==> config.mk <==
export PLATFORM = sky130hd
export DESIGN_NAME = rom_scan_reader
export DESIGN_NICKNAME = d
export VERILOG_FILES = /design/src/rtl/rom_scan_reader.sv
export SDC_FILE = /design/constraint.sdc
export NUM_CORES = 1
export LEC_CHECK = 0
export BUFFER_PORTS_ARGS = -buffer_cell sky130_fd_sc_hd__buf_2
export CAP_MARGIN = 20
export CELL_PAD_IN_SITES_DETAIL_PLACEMENT = 0
export CELL_PAD_IN_SITES_GLOBAL_PLACEMENT = 1
export CORE_MARGIN = 2
export CORE_UTILIZATION = 30
export DETAILED_ROUTE_END_ITERATION = 7
export HOLD_SLACK_MARGIN = 0.12
export PLACE_DENSITY = 0.61
export SLEW_MARGIN = 25
export SYNTH_ARGS = -nofsm -noshare
export SYNTH_HDL_FRONTEND = slang
export SYNTH_SLANG_ARGS = --single-unit
==> constraint.sdc <==
create_clock -name clk -period 2.35 [get_ports clk]
set_input_delay 0.47 -clock clk [delete_from_list [all_inputs] [get_ports clk]]
set_output_delay 0.47 -clock clk [all_outputs]
set_load 0.03 [all_outputs]
==> src/rtl/rom_scan_reader.sv <==
// ROM scan reader for 556PT5 / 556PT4 style PROMs.
// Drives address and V1..V4 operation code, waits a programmable settle
// time, captures chip data and offers it on a valid/ready port. Supports a
// full auto-scan and a step mode (re-read / increment / decrement).
module rom_scan_reader #(
    parameter int unsigned DATA_WIDTH     = 8,
    parameter int unsigned ADDRESS_WIDTH  = 9,
    parameter int unsigned ROM_DEPTH      = 512,
    parameter int unsigned SETTLE_CYCLES  = 4,
    parameter logic [3:0]  READ_OPERATION = 4'b1100,
    parameter logic [3:0]  IDLE_OPERATION = 4'b0000
) (
    input  logic                     clk,
    input  logic                     reset_n,
    input  logic                     mode,
    input  logic                     start,
    input  logic                     abort,
    input  logic                     increment_address,
    input  logic                     decrement_address,
    input  logic [DATA_WIDTH-1:0]    data_line_in,
    output logic [3:0]               operation,
    output logic [ADDRESS_WIDTH-1:0] address_line,
    output logic [DATA_WIDTH-1:0]    data_line,
    output logic [ADDRESS_WIDTH-1:0] data_address,
    output logic                     data_valid,
    input  logic                     data_ready,
    output logic                     busy,
    output logic                     done
);

    localparam int unsigned CW = $clog2(SETTLE_CYCLES + 1);
    localparam logic [CW-1:0] SETTLE_LOAD = CW'(SETTLE_CYCLES);
    localparam logic [CW-1:0] CNT_ONE     = CW'(1);
    localparam logic [ADDRESS_WIDTH-1:0] LAST_ADDR = ADDRESS_WIDTH'(ROM_DEPTH - 1);
    localparam logic [ADDRESS_WIDTH-1:0] ADDR_ONE  = ADDRESS_WIDTH'(1);

    typedef enum logic [2:0] {
        ST_IDLE,
        ST_SETUP,
        ST_SETTLE,
        ST_CAPTURE,
        ST_HOLD,
        ST_NEXT
    } state_t;

    state_t                   state_q;
    logic [CW-1:0]            cnt_q;
    logic [ADDRESS_WIDTH-1:0] addr_q;
    logic [3:0]               op_q;
    logic [DATA_WIDTH-1:0]    data_q;
    logic [ADDRESS_WIDTH-1:0] daddr_q;
    logic                     valid_q;
    logic                     busy_q;
    logic                     done_q;
    logic                     step_q;   // mode latched when leaving IDLE

    // Candidate next addresses, wrapping modulo ROM_DEPTH rather than 2**ADDRESS_WIDTH.
    logic [ADDRESS_WIDTH-1:0] addr_inc_d;
    logic [ADDRESS_WIDTH-1:0] addr_dec_d;

    // Modulo-ROM_DEPTH increment/decrement of the current chip address.
    always_comb begin
        addr_inc_d = (addr_q == LAST_ADDR) ? '0 : addr_q + ADDR_ONE;
        addr_dec_d = (addr_q == '0) ? LAST_ADDR : addr_q - ADDR_ONE;
    end

    // Scan FSM with registered chip-side and consumer-side outputs.
    always_ff @(posedge clk or negedge reset_n) begin
        if (!reset_n) begin
            state_q <= ST_IDLE;
            cnt_q   <= '0;
            addr_q  <= '0;
            op_q    <= IDLE_OPERATION;
            data_q  <= '0;
            daddr_q <= '0;
            valid_q <= 1'b0;
            busy_q  <= 1'b0;
            done_q  <= 1'b0;
            step_q  <= 1'b0;
        end else begin
            done_q <= 1'b0;
            if (abort && (state_q != ST_IDLE)) begin
                state_q <= ST_IDLE;
                valid_q <= 1'b0;
                op_q    <= IDLE_OPERATION;
                busy_q  <= 1'b0;
            end else begin
                case (state_q)
                    ST_IDLE: begin
                        op_q <= IDLE_OPERATION;
                        if (start) begin
                            step_q  <= mode;
                            if (!mode) begin
                                addr_q <= '0;
                            end
                            op_q    <= READ_OPERATION;
                            busy_q  <= 1'b1;
                            state_q <= ST_SETUP;
                        end else if (mode && (increment_address ^ decrement_address)) begin
                            step_q  <= 1'b1;
                            addr_q  <= increment_address ? addr_inc_d : addr_dec_d;
                            op_q    <= READ_OPERATION;
                            busy_q  <= 1'b1;
                            state_q <= ST_SETUP;
                        end
                    end
                    ST_SETUP: begin
                        cnt_q   <= SETTLE_LOAD;
                        state_q <= ST_SETTLE;
                    end
                    ST_SETTLE: begin
                        if (cnt_q == CNT_ONE) begin
                            state_q <= ST_CAPTURE;
                        end else begin
                            cnt_q <= cnt_q - CNT_ONE;
                        end
                    end
                    ST_CAPTURE: begin
                        data_q  <= data_line_in;
                        daddr_q <= addr_q;
                        valid_q <= 1'b1;
                        op_q    <= IDLE_OPERATION;
                        state_q <= ST_HOLD;
                    end
                    ST_HOLD: begin
                        if (data_ready) begin
                            valid_q <= 1'b0;
                            if (step_q) begin
                                busy_q  <= 1'b0;
                                state_q <= ST_IDLE;
                            end else begin
                                state_q <= ST_NEXT;
                            end
                        end
                    end
                    ST_NEXT: begin
                        if (addr_q == LAST_ADDR) begin
                            done_q  <= 1'b1;
                            busy_q  <= 1'b0;
                            state_q <= ST_IDLE;
                        end else begin
                            addr_q  <= addr_inc_d;
                            op_q    <= READ_OPERATION;
                            state_q <= ST_SETUP;
                        end
                    end
                    default: begin
                        op_q    <= IDLE_OPERATION;
                        valid_q <= 1'b0;
                        busy_q  <= 1'b0;
                        state_q <= ST_IDLE;
                    end
                endcase
            end
        end
    end

    assign operation    = op_q;
    assign address_line = addr_q;
    assign data_line    = data_q;
    assign data_address = daddr_q;
    assign data_valid   = valid_q;
    assign busy         = busy_q;
    assign done         = done_q;

endmodule
==> results.txt <==
----------------------------------------------------
[Worst setup path]
  Setup CP Type ... register to register
  Crit. End Element ... register
  Slowest stage cell, crit path ... sky130_fd_sc_hd__or3b_4
  Cell depth of the worst setup path ... 8
  Cell Chain, Critical Path ... buf_4, inv_1, ha_2, or3b_4, nor4_4, nand2b_4, o221ai_2, a22oi_2
  Required time of the worst setup path ... 2560 ps
  Family of cells with the greatest summed delay on the critical path ... simple AND/OR/NAND/NOR gates
  Longest individual stage delay on the worst path ... 430 ps
  Startpoint types ... register
  Reg2Reg Depth ... 8
  Buffers plus inverters on the worst setup path ... 2
  Worst path arrival time ... 2430 ps
  CP Max Fanout ... 9

[Clock network]
  Clock tree from TritonCTS ... built
  Number of levels in the clock H-tree ... 2
  Number of clock sinks ... 37
  Clock buffer depth ... 2
  Post-cts hold buffer count ... 0
  Source-to-sink clock delay at the later pin of the worst-skew pair ... 300 ps
  Clock transition at the registers of the reported paths ... 90 ps
  Buffer type at the clock tree root ... sky130_fd_sc_hd__clkbuf_8
  Number of CTS-inserted buffers ... 5

[GRT]
  First-pass GRT wire length ... 9.45 mm
  Number of antenna violations at the first check in global routing ... 0
  Maximum number of pins on one net before global-route repair ... 38
  GRT Overall Usage ... 15.5%
  Via count of the first global-routing pass ... 1809
  Leftover overflow at the end of global routing ... 0

[Floorplanning]
  Top-Level Pins ... 49
  Floorplan die height ... 89.1 µm
  Site Rows ... 31
  Total Die Area ... 7930 µm²
  Initial Util ... 30.4%
  Core footprint ... 7140 µm²
  Die boundary width ... 89.1 µm

[STA]
  Share of the cycle needed by the critical path after routing ... 94.6%
  Final worst setup slack ... 128 ps
  Setup violation total in the final timing report ... 0
  Final slew viol count ... 0
  Hold Worst Slack ... 209 ps
  Fmax ... 0.450 GHz
  Accumulated negative setup slack ... 0 ps
  Count of endpoints failing hold in the final timing report ... 0
  Actual slew at the worst max-slew pin ... 616 ps
  Slew headroom ... 58.9%
  Time the worst path needs with I/O delays and setup ... 2220 ps
  Worst clock skew ... 10.9 ps

[Final layout]
  Most frequent cells in the layout ... 46 x sky130_fd_sc_hd__buf_2, 34 x sky130_fd_sc_hd__dfrtp_1, 18 x sky130_fd_sc_hd__buf_4
  Most frequent standard cell in the layout excluding fill and tap cells ... sky130_fd_sc_hd__buf_2
  Area grow syn2layout ... 25.1%
  Diodes inserted ... 0
  Layout cell share with drive strength beyond 1 ... 37.9%
  Core utilization of the finished layout ... 38.0%
  Number of standard cells in the final layout excluding fillers ... 376
  Net count, final ... 297
  Design area ... 2720 µm²
  Count of fill cells added during filler insertion ... 765

[Route]
  Residual DRC ... 0
  First-pass iteration count of the detailed router ... 4
  Number of vias in the routed layout ... 1848
  Vias/cell ... 4.91
  Number of violations reported at the end of detailed-routing iteration 0 ... 142
  Routed length per placed instance ... 14.8 µm
  Total detailed-routing wirelength ... 5.57 mm
  Number of antenna-violating nets in the routed design ... 0

[Synth]
  Seq cells post-synth ... 37
  Synthesis warning total ... 0
  Most frequently used flop master after synthesis ... sky130_fd_sc_hd__dfrtp_1
  Seq/Total Area, Yosys ... 42.7%
  Proportion of register bits with asynchronous set or reset after synthesis ... 100%
  Avg Inst Size Synth ... 9.91 µm²
  Post-synth cell types ... 59
  Post-Syn Area ... 2170 µm²
  Number of enable flip-flop cells after synthesis ... 0
  Synthesized instance count ... 219

[Status]
  Run status ... complete, no violations

[Placement]
  Number of cells in the design after placement ... 365
  Placer Congestion ... 0.884
  Minimum setup slack after placement ... 106 ps
  Count of buffers inserted at the top-level ports ... 46
  HPWL after DPL ... 3.97 mm
  Placement Cell Area ... 2560 µm²

[Pwr]
  Total power ... 3.66 mW
  Worst voltage drop across the vdd grid ... 0.468 mV
  Leakage Power ... 1.26 nW
  Areal power density over the cells ... 1350 nW/µm²

[Job]
  Max-cap check violation count ... 0

[Hold path]
  Path class of the lowest-slack min-delay path ... primary input to asynchronous set/reset pin

----------------------------------------------------
flip-flops by register name, summed over array words and instances (netlist names):
| register | count |
|---|---|
| cnt_q | 3 |
| state_q | 3 |
| operation | 1 |
| address_line | 9 |
| step_q | 1 |
| data_line | 8 |
| data_valid | 1 |
| busy | 1 |
| data_address | 9 |
| done | 1 |
repair_timing:
action                                  4_1_cts  5_1_grt
buffers inserted                              0        3
resized for setup                             0        5
endpoints found under the setup margin        0        7
report_power, final:
group	leakage [nW]	switching, mW	internal (mW)
combinational	0.741	1.22	0.745
clock	0.0543	0.264	0.318
sequential	0.466	0.204	0.907
kinds of logic after synthesis:
kind of cell    after synthesis  share of synthesized area (%)
compound gates               55                           17.1
xor+xnor                      3                           1.21
fa+ha+maj                     5                           2.88
buf+inv                      28                           6.28
flops                        37                           42.7
mux                          19                           9.74
other cells                   1                          0.173
simple gates                 71                           19.9
synth_stat cells, types with 3 or more instances:
cell type                  number  area [µm²]
sky130_fd_sc_hd__nor3b_1        3        22.5
sky130_fd_sc_hd__mux2_2        14         158
sky130_fd_sc_hd__buf_4          5        37.5
sky130_fd_sc_hd__mux2_1         3        33.8
sky130_fd_sc_hd__nor2_1        14        52.6
sky130_fd_sc_hd__a221oi_1       3        26.3
sky130_fd_sc_hd__buf_2          4        20.0
sky130_fd_sc_hd__o31ai_1        3        22.5
sky130_fd_sc_hd__nor2b_1        3        18.8
sky130_fd_sc_hd__inv_1         13        48.8
sky130_fd_sc_hd__nand2_1       18        67.6
sky130_fd_sc_hd__dfrtp_1       37         926
sky130_fd_sc_hd__clkbuf_1       3        11.3
sky130_fd_sc_hd__a21oi_1       12        60.1
sky130_fd_sc_hd__o21ai_0       13        65.1
sky130_fd_sc_hd__nand3_1        3        15.0
sky130_fd_sc_hd__ha_1           5        62.6
sky130_fd_sc_hd__nor3_1         6        30.0
sky130_fd_sc_hd__o21ai_1        4        20.0
routing by layer:
metal | track usage [%] | part of all wire [%] | vias to the layer above
met1 | 22.7 | 49 | 897
met5 | 0 | 0 | -
met2 | 22.9 | 44 | 49
met3 | 2.86 | 4.5 | 7
met4 | 5.56 | 1.8 | 0
li1 | - | - | 895
path summary, 6_finish.rpt:
check / start / end / slack [ps]
max: address_line[1] / address_line[3] / 130
min: reset_n / data_address[5] / 210
max reg2reg: address_line[1] / address_line[3] / 130
min reg2reg: data_line[4] / data_line[4] / 490
max in group asynchronous: reset_n / address_line[3] / 1780
min in group clk: data_line_in[3] / data_line[3] / 390
final cells by class:
class / count / area (µm²) / area share, %
Multi-Input combinational cell: 155 / 1130 / 41.7
Inverter: 13 / 48.8 / 1.80
Tap cell: 99 / 124 / 4.56
Clock inverter: 3 / 46.3 / 1.71
Timing Repair Buffer: 64 / 365 / 13.5
Clock buffer: 5 / 68.8 / 2.53
Sequential cell: 37 / 930 / 34.2
Note: power is estimated with default switching activity, not from simulation.
